===== src/rtl/mem_arbiter.sv =====
// Two-port round-robin arbiter in front of a single memory accessor: port 0 is instruction
// fetch (read-only), port 1 is data load/store. A watchdog aborts accesses memory never answers.
module mem_arbiter #(
    parameter int unsigned ADDR_W  = 16,
    parameter int unsigned DATA_W  = 16,
    parameter int unsigned TIMEOUT = 64
) (
    input  logic              clock,
    input  logic              reset,

    input  logic              p0_req,
    input  logic [ADDR_W-1:0] p0_addr,
    output logic              p0_ack,
    output logic [DATA_W-1:0] p0_rdata,
    output logic              p0_err,

    input  logic              p1_req,
    input  logic              p1_we,
    input  logic [ADDR_W-1:0] p1_addr,
    input  logic [DATA_W-1:0] p1_wdata,
    output logic              p1_ack,
    output logic [DATA_W-1:0] p1_rdata,
    output logic              p1_err,

    output logic              mem_read,
    output logic [ADDR_W-1:0] mem_read_address,
    input  logic [DATA_W-1:0] mem_read_value,
    input  logic              mem_read_ready,
    output logic              mem_write,
    output logic [ADDR_W-1:0] mem_write_address,
    output logic [DATA_W-1:0] mem_write_value,
    input  logic              mem_write_ready,

    output logic              busy
);

    typedef enum logic [1:0] {StIdle, StRd, StWr, StAck} state_e;

    localparam logic [15:0] WdLast = 16'(TIMEOUT - 1);

    state_e            state_q;
    logic              gnt_q;
    logic              last_grant_q;
    logic              err_q;
    logic [15:0]       wdog_q;
    logic [DATA_W-1:0] data_q;
    logic              pick_p0;

    // Port 0 wins when alone, or under contention when port 1 was granted last.
    assign pick_p0 = p0_req && (!p1_req || last_grant_q);
    assign busy    = (state_q != StIdle);

    always_ff @(posedge clock) begin
        if (reset) begin
            state_q           <= StIdle;
            gnt_q             <= 1'b0;
            last_grant_q      <= 1'b1;
            err_q             <= 1'b0;
            wdog_q            <= '0;
            data_q            <= '0;
            p0_ack            <= 1'b0;
            p0_rdata          <= '0;
            p0_err            <= 1'b0;
            p1_ack            <= 1'b0;
            p1_rdata          <= '0;
            p1_err            <= 1'b0;
            mem_read          <= 1'b0;
            mem_read_address  <= '0;
            mem_write         <= 1'b0;
            mem_write_address <= '0;
            mem_write_value   <= '0;
        end else begin
            p0_ack <= 1'b0;
            p1_ack <= 1'b0;
            p0_err <= 1'b0;
            p1_err <= 1'b0;
            unique case (state_q)
                StIdle: begin
                    if (p0_req || p1_req) begin
                        gnt_q        <= !pick_p0;
                        last_grant_q <= !pick_p0;
                        wdog_q       <= '0;
                        if (pick_p0) begin
                            mem_read         <= 1'b1;
                            mem_read_address <= p0_addr;
                            state_q          <= StRd;
                        end else if (p1_we) begin
                            mem_write         <= 1'b1;
                            mem_write_address <= p1_addr;
                            mem_write_value   <= p1_wdata;
                            state_q           <= StWr;
                        end else begin
                            mem_read         <= 1'b1;
                            mem_read_address <= p1_addr;
                            state_q          <= StRd;
                        end
                    end
                end
                StRd: begin
                    // Ready on the expiry cycle still counts as a successful read.
                    if (mem_read_ready) begin
                        data_q   <= mem_read_value;
                        err_q    <= 1'b0;
                        mem_read <= 1'b0;
                        state_q  <= StAck;
                    end else if (wdog_q == WdLast) begin
                        data_q   <= '0;
                        err_q    <= 1'b1;
                        mem_read <= 1'b0;
                        state_q  <= StAck;
                    end else begin
                        wdog_q <= wdog_q + 16'd1;
                    end
                end
                StWr: begin
                    if (mem_write_ready) begin
                        err_q     <= 1'b0;
                        mem_write <= 1'b0;
                        state_q   <= StAck;
                    end else if (wdog_q == WdLast) begin
                        data_q    <= '0;
                        err_q     <= 1'b1;
                        mem_write <= 1'b0;
                        state_q   <= StAck;
                    end else begin
                        wdog_q <= wdog_q + 16'd1;
                    end
                end
                StAck: begin
                    if (gnt_q) begin
                        p1_ack   <= 1'b1;
                        p1_rdata <= data_q;
                        p1_err   <= err_q;
                    end else begin
                        p0_ack   <= 1'b1;
                        p0_rdata <= data_q;
                        p0_err   <= err_q;
                    end
                    state_q <= StIdle;
                end
                default: state_q <= StIdle;
            endcase
        end
    end

endmodule


===== config.mk =====
export PLATFORM = sky130hd
export DESIGN_NAME = mem_arbiter
export DESIGN_NICKNAME = d
export VERILOG_FILES = /design/src/rtl/mem_arbiter.sv
export SDC_FILE = /design/constraint.sdc
export NUM_CORES = 1
export LEC_CHECK = 0
export BUFFER_PORTS_ARGS = -buffer_cell sky130_fd_sc_hd__clkbuf_2
export CAP_MARGIN = 20
export CORE_ASPECT_RATIO = 0.7
export CORE_MARGIN = 2
export CORE_UTILIZATION = 45
export DETAILED_ROUTE_END_ITERATION = 7
export HOLD_SLACK_MARGIN = 0.1
export PLACE_DENSITY = 0.71
export SLEW_MARGIN = 5
export SYNTH_ARGS = -nofsm -noshare
export SYNTH_HDL_FRONTEND = slang
export SYNTH_SLANG_ARGS = --single-unit

===== constraint.sdc =====
create_clock -name clock -period 2.1 [get_ports clock]
set_input_delay 0.105 -clock clock [delete_from_list [all_inputs] [get_ports clock]]
set_output_delay 0.105 -clock clock [all_outputs]
set_load 0.01 [all_outputs]

==> out/metrics.csv <==
metric,value,unit
clock latency on the worst-skew pair,420,ps
Post-Synth Adder-Cell Area,0.0157,
Post-synth EDFFs,0,
Met3 Wirelength,1360,um
area grow syn2layout,49.9,%
H-tree levels,4,
clk_skew,8.76,ps
largest family of logic cells by synthesized area,simple AND/OR/NAND/NOR gates,
Worst-path clk slew,60,ps
share of cells above drive strength 1,0.290,
syn nets,638,
yosys warns,0,
routability cong.,0.869,
fin. max-slew vios,0,
PwrDens,1040,mW/mm^2
drt pass-1 iters,4,
"Core Util, Final",0.694,
TritonCTS clock tree,done,
number of cell rows,31,
worst hold path class,input port to register,
post-synthesis mux area share,0.0358,
chip width,127,um
uppermost layer routed,met4,
routed vias,5100,
"Arr. time, crit path",2380,ps
CP required,2400,ps
io pins,158,
min cycle time layout,2080,ps
max-cap violation count,0,
outcome,completed,
Clock Sinks,123,
cts bufs inserted,17,
unique cell type count in the Yosys netlist,46,
drt wl/cell,16.4,um
global-route wire length before repair,25200,um
metal2 WL,7570,um
Yosys reg bits,123,
vias in the first global route,5150,
total core area,0.0104,mm^2
Placed Area,0.00587,mm^2
DR iter-0 viols,273,
cell area after layout,0.00719,mm^2
DPL Wire Length,9290,um
gr usage total,0.277,
Metal-1 WL,6270,um
Final Hold Vio Count,0,
Initial Util,0.463,
top-area cell type share of the netlist area,0.514,
die span in y,90.4,um
slew margin rel.,0.570,
total grt overflow,0,
Post-CTS Setup Inserts,0,
Post-Route WL,15500,um
Worst Min Path Start,p1_we,
initial antenna violation count,0,
worst-path fanout max,8,
"Primary FF master, synth",dfxtp_1,
Critical Path Start Type,register,
Final #Nets,877,
largest net degree at the start of global routing,46,
Post-Synth XOR/XNOR Area,0.0237,
critical path type,register to register,
Post-Syn Area,0.00479,mm^2
DRT antenna net count,0,
Mapped Avg Cell Area,8.55,um^2
max frequency,480,MHz
Final Cycle Share,0.991,
Post-Synth Simple-Gate Area,0.213,
FF-to-FF Start,wdog_q[15],
root buf cell,clkbuf_16,
critical path launch point,wdog_q[15],
Final setup viols,0,
Synth Area in Compound Gates,0.161,
# port buffers,157,
Diodes inserted,0,
Async SR Flop Fraction,0,
unrepaired setup endpoints after global routing,true,
full die area,0.0115,mm^2
Max clock buf depth,2,
register area share after synthesis,0.514,
Post-Syn Instances,561,
vias per inst,5.40,
VDD IR-drop max,0.641,mV
LEAKAGE,3.04,nW
Tightest Pin Transition,645,ps
DRC viols,0,
Synth area leader,dfxtp_1,
leading post-synthesis cells by cell area,"dfxtp_1 51%, nand2_1 11%, a21oi_1 7.3%, mux2i_1 3.3%, a211oi_1 3.3%",
Crit. End Element,register,
## placed cells by master (no fill, tap or decap), drive strengths merged, types with 4 or more instances in the layout
cell type      n
ha             6
inv            9
xnor2          9
a211oi        21
clkinv         6
clkbuf       175
nor2          42
nand3         15
xor2           4
nor3          10
nand2        141
a21oi         70
a22o          15
nand4          6
dlygate4sd3   69
clkinvlp       4
dfxtp        123
mux2i         16
buf           31
## per-stage QoR
step / hold slack, ps / worst slack, ps / cells / setup TNS (ps) / power, W
6_report: 129 / 18.0 / 945 / 0 / 0.00750
5_1_grt: 128 / -25.2 / 945 / -197 / 0.00784
4_1_cts: 101 / 33.3 / 944 / 0 / 0.00745
3_5_place_dp: 320 / 45.9 / 843 / 0 / 0.00443
3_3_place_gp: 318 / 90.5 / 843 / 0 / 0.00438
2_1_floorplan: 230 / 50.2 / 561 / 0 / 0.00372
## metal layers
metal / vias up / GRT usage
met5: - / 0
met4: 0 / 0.105
met3: 41 / 0.106
met2: 249 / 0.467
met1: 2401 / 0.320
li1: 2409 / -
## power breakdown
| group | switching (W) | internal, W |
|---|---|---|
| Clock | 0.00110 | 0.00181 |
| Sequential | 0.000169 | 0.00260 |
| Combinational | 0.00103 | 0.000778 |
| Total | 0.00230 | 0.00519 |
## area by class of cell
| class | count | area, um^2 |
|---|---|---|
| clock inverters | 13 | 144 |
| clock buffers | 19 | 453 |
| multi-input cells | 394 | 2190 |
| fillers | 754 | 3170 |
| well taps | 132 | 165 |
| repair buffers | 256 | 1740 |
| flip-flops and latches | 123 | 2460 |
| inverters | 8 | 30.0 |
## cells by family (layout without fill, tap and decap cells)
| family | Yosys count | in the layout |
|---|---|---|
| compound gates | 122 | 122 |
| fa+ha+maj | 6 | 6 |
| flops | 123 | 123 |
| simple gates | 236 | 236 |
| mux | 17 | 17 |
| buf+inv | 44 | 296 |
| xor+xnor | 13 | 13 |
## flip-flops by register name, indices dropped and copies added (netlist names), 2 cells and up
| signal | flops |
|---|---|
| data_q | 16 |
| mem_read_address | 16 |
| mem_write_address | 16 |
| mem_write_value | 16 |
| p0_rdata | 16 |
| p1_rdata | 16 |
| state_q | 2 |
| wdog_q | 16 |
## critical path, stage by stage, from the launching register on
cell      delay [ps]
dfxtp_2          330
or4_4            550
or3_4            350
nor3_4           180
a221oi_2         130
buf_6            190
a22o_1           240
## timing repair
| item | CTS | global route |
|---|---|---|
| hold buffers | 69 | 0 |
| pin swaps | 0 | 11 |
| cloned | 0 | 1 |
| resized for setup | 1 | 8 |
| setup endpoints to repair | 2 | 26 |
| endpoints found under the hold margin | 68 | 0 |
## final timing paths
path,endpoint,slack [ps],depth (start not counted)
min reg2reg,mem_write_value[4],450,2
max reg2reg,data_q[2],20,6
max,data_q[2],20,6
min,mem_write,130,4
## Yosys cell counts, drive strengths merged (8+ instances only)
cell,n
nand3,15
inv,8
clkbuf,30
nor3,10
dfxtp,123
mux2i,16
a22o,15
nand2,141
xnor2,9
nor2,42
a211oi,21
a21oi,70
Power figures use the tool's default switching activity.
